File: src/rtl/i2c_bus_monitor.sv
// i2c_bus_monitor: passive I2C START/STOP/byte decoder feeding an event FIFO.
// Define I2C_MON_GLITCH_FILTER_EN to add the FILTER_LEN-sample glitch filter on SDA/SCL.
module i2c_bus_monitor #(
    parameter int FILTER_LEN = 3,
    parameter int FIFO_DEPTH = 4
) (
    input  logic       clk,
    input  logic       reset,
    input  logic       SDA,
    input  logic       SCL,
    output logic       evt_valid,
    input  logic       evt_ready,
    output logic [1:0] evt_type,
    output logic [7:0] evt_data,
    output logic       evt_ack,
    output logic       bus_busy,
    output logic       overflow
);
    localparam int AW = $clog2(FIFO_DEPTH);
    typedef enum logic [1:0] {IDLE, BITS, ACK} state_t;
    state_t r_state, w_next;
    logic [1:0] r_sda_s, r_scl_s;
    logic w_sda, w_scl, r_sda_p, r_scl_p;
    logic w_start, w_stop, w_rise, w_byte, w_push, w_pop, w_wr, w_empty, w_full;
    logic [2:0] r_cnt;
    logic [7:0] r_sh;
    logic r_busy, r_ovf;
    logic [10:0] w_din;
    logic [10:0] r_mem [FIFO_DEPTH];
    logic [AW:0] r_wp, r_rp;

    always_ff @(posedge clk) begin
        if (reset) begin
            r_sda_s <= 2'b11;
            r_scl_s <= 2'b11;
        end else begin
            r_sda_s <= {r_sda_s[0], SDA};
            r_scl_s <= {r_scl_s[0], SCL};
        end
    end

`ifdef I2C_MON_GLITCH_FILTER_EN
    logic r_sda_f, r_scl_f;
    logic [3:0] r_sda_c, r_scl_c;
    // A line only follows the synchroniser after FILTER_LEN consecutive differing samples
    always_ff @(posedge clk) begin
        if (reset) begin
            r_sda_f <= 1'b1;
            r_scl_f <= 1'b1;
            r_sda_c <= '0;
            r_scl_c <= '0;
        end else begin
            if (r_sda_s[1] == r_sda_f) r_sda_c <= '0;
            else if (r_sda_c == 4'(FILTER_LEN - 1)) begin
                r_sda_f <= r_sda_s[1];
                r_sda_c <= '0;
            end else r_sda_c <= r_sda_c + 4'd1;
            if (r_scl_s[1] == r_scl_f) r_scl_c <= '0;
            else if (r_scl_c == 4'(FILTER_LEN - 1)) begin
                r_scl_f <= r_scl_s[1];
                r_scl_c <= '0;
            end else r_scl_c <= r_scl_c + 4'd1;
        end
    end
    assign w_sda = r_sda_f;
    assign w_scl = r_scl_f;
`else
    logic w_unused_filter_len;
    assign w_unused_filter_len = ^FILTER_LEN;
    assign w_sda = r_sda_s[1];
    assign w_scl = r_scl_s[1];
`endif

    always_ff @(posedge clk) begin
        if (reset) begin
            r_sda_p <= 1'b1;
            r_scl_p <= 1'b1;
        end else begin
            r_sda_p <= w_sda;
            r_scl_p <= w_scl;
        end
    end

    assign w_start = w_scl & r_scl_p & r_sda_p & ~w_sda;
    assign w_stop  = w_scl & r_scl_p & ~r_sda_p & w_sda;
    assign w_rise  = w_scl & ~r_scl_p;

    always_ff @(posedge clk) begin
        if (reset) r_state <= IDLE;
        else r_state <= w_next;
    end

    always_comb begin
        w_next = w_stop ? IDLE : w_start ? BITS : !w_rise ? r_state :
                 (r_state == BITS && r_cnt == 3'd7) ? ACK : (r_state == ACK) ? BITS : r_state;
    end

    always_ff @(posedge clk) begin
        if (reset) begin
            r_cnt  <= '0;
            r_sh   <= '0;
            r_busy <= 1'b0;
        end else begin
            if (w_start | w_stop) r_cnt <= '0;
            else if (w_rise && r_state == BITS) begin
                r_cnt <= r_cnt + 3'd1;
                r_sh  <= {r_sh[6:0], w_sda};
            end
            if (w_start) r_busy <= 1'b1;
            else if (w_stop) r_busy <= 1'b0;
        end
    end

    assign w_byte = w_rise & (r_state == ACK);
    assign w_push = w_byte | w_start | w_stop;
    assign w_din  = w_stop ? {2'b11, 9'd0} : w_start ? {(r_busy ? 2'b10 : 2'b01), 9'd0}
                           : {2'b00, r_sh, ~w_sda};

    // Pointers carry an extra wrap bit so full and empty are distinguishable
    assign w_empty = r_wp == r_rp;
    assign w_full  = (r_wp[AW] != r_rp[AW]) && (r_wp[AW-1:0] == r_rp[AW-1:0]);
    assign w_pop   = ~w_empty & evt_ready;
    assign w_wr    = w_push & (~w_full | w_pop);

    always_ff @(posedge clk) begin
        if (w_wr) r_mem[r_wp[AW-1:0]] <= w_din;
    end

    always_ff @(posedge clk) begin
        if (reset) begin
            r_wp  <= '0;
            r_rp  <= '0;
            r_ovf <= 1'b0;
        end else begin
            if (w_wr) r_wp <= r_wp + 1'b1;
            if (w_pop) r_rp <= r_rp + 1'b1;
            if (w_push & ~w_wr) r_ovf <= 1'b1;
        end
    end

    assign evt_valid = ~w_empty;
    assign {evt_type, evt_data, evt_ack} = w_empty ? 11'd0 : r_mem[r_rp[AW-1:0]];
    assign bus_busy = r_busy;
    assign overflow = r_ovf;
endmodule
File: config.mk
export PLATFORM = sky130hd
export DESIGN_NAME = i2c_bus_monitor
export DESIGN_NICKNAME = d
export VERILOG_FILES = /design/src/rtl/i2c_bus_monitor.sv
export SDC_FILE = /design/constraint.sdc
export NUM_CORES = 1
export LEC_CHECK = 0
export ABC_AREA = 1
export CORE_MARGIN = 2
export CORE_UTILIZATION = 58
export DETAILED_ROUTE_END_ITERATION = 8
export HOLD_SLACK_MARGIN = 0.05
export PLACE_DENSITY = 0.77
export REMOVE_ABC_BUFFERS = 1
export SYNTH_ARGS = -nofsm -noshare
export SYNTH_HDL_FRONTEND = slang
export SYNTH_SLANG_ARGS = --single-unit
File: constraint.sdc
create_clock -name clk -period 2.15 [get_ports clk]
set_clock_uncertainty 0.2 [all_clocks]
set_input_delay 0.5375 -clock clk [delete_from_list [all_inputs] [get_ports clk]]
set_output_delay 0.5375 -clock clk [all_outputs]
set_load 0.05 [all_outputs]
# == Word level (Yosys, flattened, before mapping) ==
# Memory sizes are Yosys's and may differ from the RTL's. A register that Yosys moved wholly into a read port is not among the register bits.
# Index checks and enable logic that the tools add are counted.
# word_totals
regBits,27
ram_bits,44
input_bits,5
output_inout_bits,14
word_cells,70
n_memories,1
# mem_list
memory,words,word_bits,rd,rd_ports_with_merged_regs,write_ports,line_no,rtl
r_mem,4,11,1,1,1,29,logic [10:0] r_mem [FIFO_DEPTH];
# classes
addsub,3
n_eq_ne,6
mux,14
bitwise_logic,21
reduce_logical,13
# op_table
operator,count
$mux W11,3
$and A1 B1 Y1,10
$mux W2,5
$add A3 B1 Y3 const B,3
$not A1 Y1,7
$mux W1,6
$reduce_and A2 Y1,3
$reduce_bool A2 Y1,3
$or A1 B1 Y1,4
$reduce_or A2 Y1,2
$eq A3 B3 Y1,1
$eq A3 B3 Y1 const B,1
$logic_and A1 B1 Y1,3
$reduce_bool A3 Y1,1
$reduce_or A3 Y1,1
$eq A2 B1 Y1 const B,1
$eq A2 B2 Y1,1
$eq A2 B2 Y1 const B,1
$ne A1 B1 Y1,1

# == Logic depth before layout (Yosys ltp) ==
# Gate-level depths: netlist of run 1.
# depth
word_depth,8
depth_mapped,9
mapped_depth_nobuf,9

# == Least setup slack after synthesis of run 1 ==
# OpenSTA, ideal clock, no wires.
# synth_timing
kind,register to output
startpoint,register r_wp[0]
endpoint,output evt_ack
arrival_time_ns,1.290
required_ns,1.412
setup_slack_ns,0.122
path_stages_with_launch,9
path_buffers,1
cell_sequence,dfxtp_1 -> inv_1 -> nand2_1 -> nand2_2 -> nor2_8 -> nand2_4 -> buf_6 -> nand2_1 -> inv_1
# synth_between
elab_chain_len,2
# synth_rtl
element,line_no,rtl
from (decl),30,"logic [AW:0] r_wp, r_rp;"
from (signal assigned),135,if (w_wr) r_wp <= r_wp + 1'b1;
$eq A3 B3 Y1,120,assign w_empty = r_wp == r_rp;
$mux W11,142,"assign {evt_type, evt_data, evt_ack} = w_empty ? 11'd0 : r_mem[r_rp[AW-1:0]];"
to (decl),15,"output logic evt_ack,"
# No other way between the ends.

==> results of run 1 <==
==> state kept, by name (all words and copies together) (netlist names), 2 cells and up, named ones only <==
name / flops
r_sda_s: 2
r_mem: 44
r_sh: 8
r_cnt: 3
r_state: 2
r_wp: 3
r_scl_s: 2
r_rp: 3
==> metal layers <==
layer	share of wire	global-route usage	up-vias
li1	-	-	1065
met1	0.45	0.283	992
met2	0.49	0.325	46
met3	0.042	0.0388	9
met4	0.020	0.107	0
met5	0	0	-
==> worst reg2reg max path: stages (launching register included) <==
cell and delay (ps):
dfxtp_2 340, inv_2 60, nand2_2 70, nand2_4 90
nor2_8 60, buf_4 140, nand2_2 100, nand2_4 90
nor2_1 100, buf_4 210
==> worst paths after layout <==
path,startpoint,end,slack [ps],cells after the start
worst max-delay path,register,evt_data[7],-80,6
worst min-delay path,r_sda_s[0]$_SDFF_PP1_,r_sda_s[1]$_SDFF_PP1_,210,1
worst max register to register,r_wp[1]$_SDFFE_PP0P_,r_mem[2][4]$_DFFE_PP_,390,9
worst min register to register,r_sda_s[0]$_SDFF_PP1_,r_sda_s[1]$_SDFF_PP1_,210,1
==> final cells by class <==
cell class                      count  share of cell area
Multi-Input combinational cell    172               0.280
Clock inverter                      7              0.0186
Inverter                           43              0.0420
Clock buffer                        9              0.0322
Timing Repair Buffer               39               0.105
Sequential cell                    73               0.500
Tap cell                           70              0.0228
==> power breakdown <==
part / internal, mW / switching, mW
sequential: 1.51 / 0.0296
clock: 0.532 / 0.493
combinational: 0.324 / 0.480
==> kinds of logic (layout without fill, tap and decap cells) <==
kind of cell    Yosys count  after routing
simple gates            102            103
flops                    73             73
buf+inv                  54             98
compound gates           48             48
mux                      11             11
fa+ha+maj                 7              7
xor+xnor                  3              3
==> synth_stat cells <==
cell type	count
nor2_2	1
or2_2	4
clkbuf_1	2
nor2_4	2
buf_2	4
clkbuf_2	2
dfxtp_1	29
a21oi_1	15
nand2_1	40
buf_6	1
mux2i_1	11
buf_4	2
nand2_2	6
nand3_1	6
a21oi_2	1
o21ai_0	21
and2_1	1
nand2_4	3
o22ai_1	11
nor2_8	1
ha_1	7
edfxtp_1	44
nand4_2	1
xor2_1	3
inv_2	6
inv_1	37
nand3_4	1
nand3b_1	2
nor2_1	34
==> repair_timing <==
action | in CTS | in global routing
buffers inserted | 5 | 2
endpoints found under the setup margin | 12 | 12
hold buffers | 0 | 0
gates cloned | 1 | 1
pin swaps | 10 | 10
gates resized for setup | 35 | 20
endpoints found under the hold margin | 0 | 0
==> per-stage QoR <==
stage | instance area (sq um) | instances
2_1_floorplan | 3050 | 287
3_3_place_gp | 3400 | 388
6_report | 3840 | 413
5_1_grt | 3840 | 413
4_1_cts | 3750 | 410
3_5_place_dp | 3400 | 388
==> impl_metrics.json, run 1 <==
{
  "required_ps": 1410,
  "synth_fa_ha_area_frac": 0.0281,
  "die_w_um": 77.3,
  "synth_cell_type_count": 29,
  "fmax_ghz": 0.448,
  "synth_top_family_by_area": "simple AND/OR/NAND/NOR gates",
  "gp_congestion": 0.789,
  "synth_top_area_share": 0.424,
  "yosysWarnings": 0,
  "antenna_found_initial": 0,
  "portBuffers": 18,
  "ys_seq_area_frac": 0.611,
  "wl_um": 5940,
  "synth_simple_gate_area_frac": 0.162,
  "hold_slack_ps": 205,
  "grt_max_degree": 23,
  "syn2layout_area_growth_pct": 23.4,
  "wl_per_cell_um": 14.4,
  "power_mw": 3.37,
  "layout_commonest_cell": "edfxtp_1",
  "endpoint_kind": "output pin",
  "clk_pin_slew_worst_paths_ps": 70,
  "drtAntennaViolNets": 0,
  "route.detailed.drc": 0,
  "failed_checks": "setup timing",
  "status": "finished with violations",
  "core_sq_um": 5140,
  "grt.overflow.total": 0,
  "die_y_um": 77.3,
  "dr.pass1.iters": 4,
  "synth_cells": 298,
  "dieArea_sq_um": 5970,
  "path_class": "register to output pin",
  "via_per_inst": 5.11,
  "relSlewSlack": 0.632,
  "setup_violations": 12,
  "hold_violations": 0,
  "dp_hpwl_um": 3720,
  "critPathMaxFanout": 12,
  "final.period_utilization": 1.04,
  "max_stage_delay_ps": 380,
  "timing.final.max_slew_violations": 0,
  "insertedDiodeCount": 0,
  "crit_buf_inv": 3,
  "min_period_ps": 2230,
  "hold_class": "register to register",
  "drt_iter0_drc": 175,
  "final_core_util": 0.747,
  "nFillCells": 362,
  "rsz0062_at_grt": "yes",
  "vias": 2112,
  "place_ws_ps": 15.5,
  "cpMaxStageDelayCell": "dfxtp_4",
  "crit_chain": "buf_12 -> mux2i_1 -> o22ai_2 -> nand2_4 -> inv_2 -> buf_6",
  "clock_latency_ps": 340,
  "muxShareOfSynthArea": 0.0354,
  "htreeDepth": 3,
  "synth_compound_area_frac": 0.0828,
  "startpoint_type": "register",
  "cts_max_path_buffers": 2,
  "maxCapViolations": 0,
  "num_io_pins": 19,
  "irDropWorstVdd_uv": 525,
  "synth_area_leader_cell": "edfxtp_1",
  "multiInputGateArea_sq_um": 1070,
  "grt_pass1_wl_um": 9450,
  "rows": 26,
  "tightestPinTransition_ps": 546,
  "layout_common_cells": "edfxtp_1 (44), nor2_1 (34), inv_1 (30)",
  "power_density_nw_per_um2": 877,
  "syn_area_per_cell_sq_um": 10.4,
  "drive_gt1_frac": 0.315,
  "synthTopCellsByArea": "edfxtp_1 (42%), dfxtp_1 (19%), nand2_1 (4.8%)",
  "grt_pass1_vias": 2010,
  "grt_usage": 0.210,
  "setup_tns_ps": -614,
  "synth.cell_area_sq_um": 3110,
  "cts_root_buf": "clkbuf_8",
  "cts_tree": "done",
  "regArea_sq_um": 1920,
  "crit_family": "flip-flops",
  "ys_seq_elements": 73,
  "fin_ws_ps": -82.1,
  "start_util": 0.606,
  "p_leak_nw": 1.63,
  "fin_nets": 350,
  "clock_sinks": 73,
  "cp.arrival_ps": 1490,
  "synth_xor_xnor_area_share": 0.00844,
  "numCtsBuffers": 9
}
No activity file was read; power rests on OpenSTA's default activity.
==> inputs of run 2 (changes only) <==
--- a/config.mk
+++ b/config.mk
@@ -9,6 +9,7 @@
 export CORE_MARGIN = 2
 export CORE_UTILIZATION = 58
 export DETAILED_ROUTE_END_ITERATION = 8
+export GPL_ROUTABILITY_DRIVEN = 1
 export HOLD_SLACK_MARGIN = 0.05
 export PLACE_DENSITY = 0.77
 export REMOVE_ABC_BUFFERS = 1
==> results of run 2 <==
Final layout, timing and power as in run 1 (identical DEF).
==> inputs of run 3 (changes only) <==
--- a/config.mk
+++ b/config.mk
@@ -6,8 +6,10 @@
 export NUM_CORES = 1
 export LEC_CHECK = 0
 export ABC_AREA = 1
+export CELL_PAD_IN_SITES_DETAIL_PLACEMENT = 0
+export CELL_PAD_IN_SITES_GLOBAL_PLACEMENT = 1
 export CORE_MARGIN = 2
-export CORE_UTILIZATION = 58
+export CORE_UTILIZATION = 46
 export DETAILED_ROUTE_END_ITERATION = 8
 export GPL_ROUTABILITY_DRIVEN = 1
 export HOLD_SLACK_MARGIN = 0.05
==> constraint.sdc (replaced) <==
create_clock -name clk -period 2.2 [get_ports clk]
set_clock_uncertainty 0.2 [all_clocks]
set_input_delay 0.55 -clock clk [delete_from_list [all_inputs] [get_ports clk]]
set_output_delay 0.55 -clock clk [all_outputs]
set_load 0.02 [all_outputs]
==> impl_metrics.json, run 3 (synthesis results as in run 1) <==
{
  "power_density_nw_per_um2": 823,
  "final.period_utilization": 0.987,
  "path_class": "register to output pin",
  "antenna_found_initial": 0,
  "route.detailed.drc": 0,
  "dr.pass1.iters": 4,
  "fin_nets": 357,
  "die_y_um": 86.3,
  "core_sq_um": 6460,
  "nFillCells": 562,
  "startpoint_type": "register",
  "wl_um": 5720,
  "hold_violations": 0,
  "endpoint_kind": "output pin",
  "cts_max_path_buffers": 2,
  "status": "completed",
  "grt_max_degree": 23,
  "numCtsBuffers": 9,
  "irDropWorstVdd_uv": 388,
  "setup_tns_ps": 0,
  "maxCapViolations": 0,
  "place_ws_ps": -127,
  "vias": 2046,
  "p_int_mw": 2.29,
  "fin_ws_ps": 28.3,
  "dp_hpwl_um": 3730,
  "die_w_um": 86.3,
  "setup_violations": 0,
  "grt_pass1_vias": 1855,
  "syn2layout_area_growth_pct": 23.1,
  "largest_register_ffs": 44,
  "clock_power_share": 0.322,
  "multiInputGateArea_sq_um": 1040,
  "layout_common_cells": "edfxtp_1 (44), nor2_1 (34), nand2_1 (32)",
  "cp.arrival_ps": 1420,
  "clk_pin_slew_worst_paths_ps": 70,
  "drive_gt1_frac": 0.297,
  "drtAntennaViolNets": 0,
  "power_mw": 3.15,
  "wl_per_cell_um": 13.4,
  "regArea_sq_um": 1920,
  "p_sw_uw": 863,
  "insertedDiodeCount": 0,
  "required_ps": 1450,
  "dieArea_sq_um": 7440,
  "hold_class": "register to register",
  "htreeDepth": 3,
  "r2r_cells": 9,
  "p_seq_frac": 0.478,
  "netSwitchingFraction": 0.274,
  "gp_congestion": 0.747,
  "combPwrFrac": 0.200,
  "num_io_pins": 19,
  "layout_commonest_cell": "edfxtp_1",
  "tightestPinTransition_ps": 522,
  "rsz0062_at_grt": "yes",
  "via_per_inst": 4.79,
  "grt.overflow.total": 0,
  "holdPathStages": 1,
  "clock_sinks": 73,
  "clock_latency_ps": 330,
  "relSlewSlack": 0.648,
  "rows": 29,
  "cts_tree": "done",
  "fmax_ghz": 0.460,
  "critPathMaxFanout": 7,
  "p_leak_nw": 1.64,
  "start_util": 0.482,
  "portBuffers": 18,
  "drt_iter0_drc": 88,
  "grt_pass1_wl_um": 8760,
  "cts_root_buf": "clkbuf_8",
  "timing.final.max_slew_violations": 0,
  "min_period_ps": 2170,
  "grt_usage": 0.155
}
-- run 3: power groups by stage --
stage / Combinational, mW / Sequential (mW) / Clock (mW)
2_1_floorplan: 0.286 / 1.55 / 0
3_3_place_gp: 0.542 / 1.52 / 0
3_5_place_dp: 0.548 / 1.52 / 0
4_1_cts: 0.526 / 1.50 / 1.04
5_1_grt: 0.688 / 1.51 / 1.10
6_report: 0.632 / 1.51 / 1.02
-- run 3: final timing paths --
kind / from / slack (ps) / endpoint
worst max register to register: r_rp[1]$_SDFFE_PP0P_ / 470 / r_mem[1][3]$_DFFE_PP_
worst min-delay path: r_scl_s[0]$_SDFF_PP1_ / 210 / r_scl_s[1]$_SDFF_PP1_
worst max-delay path: r_wp[0]$_SDFFE_PP0P_ / 30 / evt_data[2]
worst min register to register: r_scl_s[0]$_SDFF_PP1_ / 210 / r_scl_s[1]$_SDFF_PP1_
-- run 3: layout make-up --
type	count	share of cell area
multi-input cells	172	0.272
well taps	77	0.0251
flip-flops and latches	73	0.500
inverters	43	0.0421
clock inverters	6	0.0176
clock buffers	10	0.0333
repair buffers	46	0.110
-- run 3: per-layer routing --
| metal | up-vias | wire length (um) | GRT usage |
|---|---|---|---|
| li1 | 1078 | - | - |
| met1 | 927 | 2830 | 0.216 |
| met2 | 32 | 2640 | 0.234 |
| met3 | 9 | 153 | 0.0314 |
| met4 | 0 | 93 | 0.0767 |
| met5 | - | 0 | 0 |
-- run 3: metrics by stage --
| stage | util | hold WS [ps] | std cells | area (sq um) |
|---|---|---|---|---|
| final | 0.593 | 214 | 427 | 3830 |
| after global routing | 0.593 | 234 | 427 | 3830 |
| after CTS | 0.572 | 218 | 423 | 3690 |
| after detailed placement | 0.546 | 198 | 407 | 3530 |
| after global placement | 0.546 | 194 | 407 | 3530 |
| after floorplan | - | 189 | 287 | 3050 |
-- run 3: critical path, stage by stage, from the launching register on --
cell and delay [ps]:
dfxtp_2 360, inv_2 50, nand2_2 70, nand2_4 70, nor2_8 180, nand2_8 100, nand2_1 80, inv_1 40
buf_4 140
-- run 3: repair_timing --
action	4_1_cts	5_1_grt
pin swaps	1	8
cloned	0	3
gates resized for setup	56	34
hold buffers	0	0
endpoints found under the setup margin	12	12
buffers inserted	0	1
==> RTL change 1: new RTL, flow settings as in run 3 <==
The option `I2C_MON_GLITCH_FILTER_EN` is turned on by a define.
--- a/src/rtl/i2c_bus_monitor.sv
+++ b/src/rtl/i2c_bus_monitor.sv
@@ -1,4 +1,6 @@
 // i2c_bus_monitor: passive I2C START/STOP/byte decoder feeding an event FIFO.
 // Define I2C_MON_GLITCH_FILTER_EN to add the FILTER_LEN-sample glitch filter on SDA/SCL.
+`define I2C_MON_GLITCH_FILTER_EN
+
 module i2c_bus_monitor #(
     parameter int FILTER_LEN = 3,
Function: changed (a bounded check fails within 4 cycles, from zero or initial values and one cycle with reset high).
==> RTL change 1 against run 3 <==
- the run now ends with negative setup slack left
- total power is 1.9% higher
- utilization is 2.2 points lower
- synthesized area is 14% higher
- die area is 14% higher
- routed wire length is 9.6% higher
- critical path depth is 2 lower
- cell area is 13% higher
- worst setup slack worse by 77 ps
- sequential cell count is 10 higher
- critical endpoint is now evt_data[4]
- highest routed layer unchanged
==> RTL change 1: results (changes against run 3) <==
layout cells sized above 1=0.306 (+0.00919); first-pass GRT wire length=10600 um (+21%); GP Congestion=0.750 (+0.43%); drt first pass iters=4 (unchanged); normalized max-slew margin=0.671 (+0.0235); Layout Nets=406 (+14%); VDD IR max=0.000484 V (+25%); P_leak=1.76 nW (+7.2%); dpl hpwl=3990 um (+6.8%); vias in the first global route=2140 (+15%); total CTS buffers=9 (unchanged); failing checks=negative setup slack; Setup Viol. Count Final=9 (+9); register area share after synthesis=0.591 (-0.0196); met2 WL=2950 um (+12%); met3 wire len=190 um (+24%); Worst R2R Path Depth=12 (+3); 1st-iter DRT viols=133 (+51%); Netlist cell types=32 (+10%); wl on met1=2980 um (+5.3%); Sw Ratio=0.258 (-0.0154); status=complete, but fails checks; wire length per cell=12.6 um (-5.8%); Total GRT Usage=0.165 (+0.00982); Worst-Skew Late Latency=360 ps (+30 ps); post-route setup TNS=-136 ps (-136 ps); hold_sp=r_scl_s[0]; clock-pin slew of the registers on the worst-case setup and hold paths=roughly 80 ps; r2r startpoint=r_wp[1]; CP Max Fanout=6 (-1); Area contributors post-synth=edfxtp_1 37%, dfxtp_1 22%, nand2_1 4.4%; fin worst setup slack=-48.3 ps (-76.7 ps); commonest cells in the netlist=44 x edfxtp_1, 42 x nand2_1, 40 x nor2_1; crit path DAT=1500 ps (+80 ps); worst reg-to-reg setup slack=380 ps (-90 ps)
RTL change 1: worst max-delay path, cell delays in order (launching register included):
cell and delay (ps):
dfxtp_4 410, buf_8 150, mux2i_2 230, o22ai_1 100
nand2_1 70, inv_1 40, buf_4 140
RTL change 1: logic make-up after synthesis:
kind of cell | Yosys count | synth area share
XOR/XNOR | 9 | 0.0222
AO/OA/AOI/OAI | 48 | 0.0746
AND/OR/NAND/NOR | 124 | 0.174
multiplexers | 11 | 0.0310
flip-flops | 83 | 0.591
adder cells (fa/ha/maj) | 11 | 0.0387
buffers and inverters | 57 | 0.0683
RTL change 1: routing by layer:
metal,track usage,vias to the layer above
met2,0.254,37
met4,0.0821,0
li1,-,1220
met3,0.0370,10
met5,0,-
met1,0.221,1088
RTL change 1: stage by stage:
stage / hold WS (ps) / std cells / setup slack [ps] / util / instance area, um^2
4_1_cts: 219 / 496 / -33.2 / 0.561 / 4270
6_report: 215 / 497 / -48.3 / 0.572 / 4350
5_1_grt: 228 / 497 / -114 / 0.572 / 4350
3_5_place_dp: 196 / 474 / -77.6 / 0.524 / 3990
3_3_place_gp: 193 / 474 / -67.8 / 0.524 / 3990
2_1_floorplan: 189 / 331 / 1.80 / - / 3480
RTL change 1: worst max-delay path by stage:
stage	to	depth (start not counted)	slack [ps]
finish	evt_data[4]	6	-50
global route	evt_data[3]	8	-110
CTS	evt_data[4]	8	-30
detailed placement	evt_data[4]	6	-80
global placement	evt_ack	6	-70
floorplan	evt_ack	5	2
RTL change 1: cell type report:
cell class	count	area, um^2
Inverter	45	171
Multi-Input combinational cell	204	1260
Clock inverter	7	82.6
Fill cell	661	3260
Sequential cell	83	2110
Clock buffer	9	124
Timing Repair Buffer	47	470
Tap cell	102	128
RTL change 1: power groups by stage:
stage               Combinational, mW  Sequential, mW  Clock [mW]
floorplan                       0.174            1.69           0
global placement                0.341            1.67           0
detailed placement              0.345            1.68           0
CTS                             0.394            1.64        1.16
global route                    0.471            1.65        1.24
finish                          0.432            1.65        1.13
RTL change 1: what timing repair did:
item,CTS,global route
resized for setup,82,27
hold buffers,0,0
gates cloned,2,1
pin swaps,14,12
hold endpoints to repair,0,0
endpoints found under the setup margin,12,12
buffers inserted,4,0
==> RTL change 2: new RTL, flow settings as in run 3 <==
Made on the original files. Register the output `overflow` once more, with the module's reset; this adds one clock of latency there. The other outputs are not delayed to match.
--- a/src/rtl/i2c_bus_monitor.sv
+++ b/src/rtl/i2c_bus_monitor.sv
@@ -142,4 +142,10 @@
     assign {evt_type, evt_data, evt_ack} = w_empty ? 11'd0 : r_mem[r_rp[AW-1:0]];
     assign bus_busy = r_busy;
-    assign overflow = r_ovf;
+    always_ff @(posedge clk) begin
+        if (reset) begin
+            overflow <= '0;
+        end else begin
+            overflow <= r_ovf;
+        end
+    end
 endmodule
Check against the original RTL: not equivalent (a bounded check fails within 10 cycles, from zero or initial values and one cycle with reset high).
==> RTL change 2 against run 3 <==
- sequential cell count increased by 1
- total power decreased by 4.8%
- worst setup slack got worse by 3.7 ps
- synthesized area increased by 0.12%
- routed wire length decreased by 3.2%
- cell area decreased by 2.0%
- largest cell class unchanged
==> RTL change 2: results (changes against run 3) <==
status=completed; met2 Usage GRT=0.268 (+0.0338); post-synthesis adder-cell area fraction=0.0281 (-0.0000339); Post-Layout Cell Count=425 (-0.47%); wire length per cell=13.0 um (-2.7%); hold_sp=r_sda_s[0]; GR Util met1=0.206 (-0.0103); Compound-Gate Fraction of Synth Area=0.0867 (+0.00391); Flop pwr share=0.505 (+0.027); post-synthesis mux area share=0.0353 (-0.0000426); commonest cells in the netlist=44 x edfxtp_1, 36 x inv_1, 36 x nand2_1, 36 x nor2_1, 30 x dfxtp_1; Layout Nets=355 (-0.56%); Post-Synthesis Cells=297 (-0.34%); dpl hpwl=3700 um (-0.81%); Total GRT Usage=0.163 (+0.00768); Comb power=0.594 mW (-6.0%); CP Max Fanout=6 (-1); Sw Ratio=0.280 (+0.00657); Post CTS Setup Buffer Count=1 (+1); placed inst area=3530 um^2 (+0.11%); layout cells sized above 1=0.282 (-0.0155); Placed Cells=406 (-0.25%); normalized max-slew margin=0.672 (+0.0244); Crit. Startpoint=r_rp[1]; GP Congestion=0.732 (-2.0%); P_leak=1.61 nW (-1.8%); Area contributors post-synth=edfxtp_1 42%, dfxtp_1 19%, inv_1 4.3%; post-synthesis xor/xnor area fraction=0.00843 (-0.0000102); register area share after synthesis=0.617 (+0.00569); Fill cells=581 (+3.4%)
RTL change 2: worst paths after layout:
kind,to,slack [ps]
setup / recovery,evt_type[1],20
hold / removal,r_sda_s[1],210
setup reg to reg,r_mem[1][2],350
hold reg to reg,r_sda_s[1],210
RTL change 2: final cells by class:
type                    count  area [um^2]  area share
flip-flops and latches     74         1930       0.514
multi-input cells         171         1020       0.272
repair buffers             45          377       0.100
inverters                  42          158      0.0420
clock buffers              10          128      0.0340
well taps                  77         96.3      0.0257
clock inverters             6         42.5      0.0113
RTL change 2: metal layers:
metal | share of wire | wire length (um)
met5 | 0 | 0
met4 | 0.019 | 106
met3 | 0.030 | 165
met2 | 0.48 | 2630
met1 | 0.48 | 2630
RTL change 2: stage by stage:
stage | util | TNS, ps | worst slack, ps
after floorplan | - | 0 | 2.29
after global placement | 0.546 | -330 | -63.3
after CTS | 0.570 | 0 | 2.47
final | 0.581 | 0 | 24.6
after detailed placement | 0.546 | -763 | -94.1
after global routing | 0.581 | -443 | -70.3
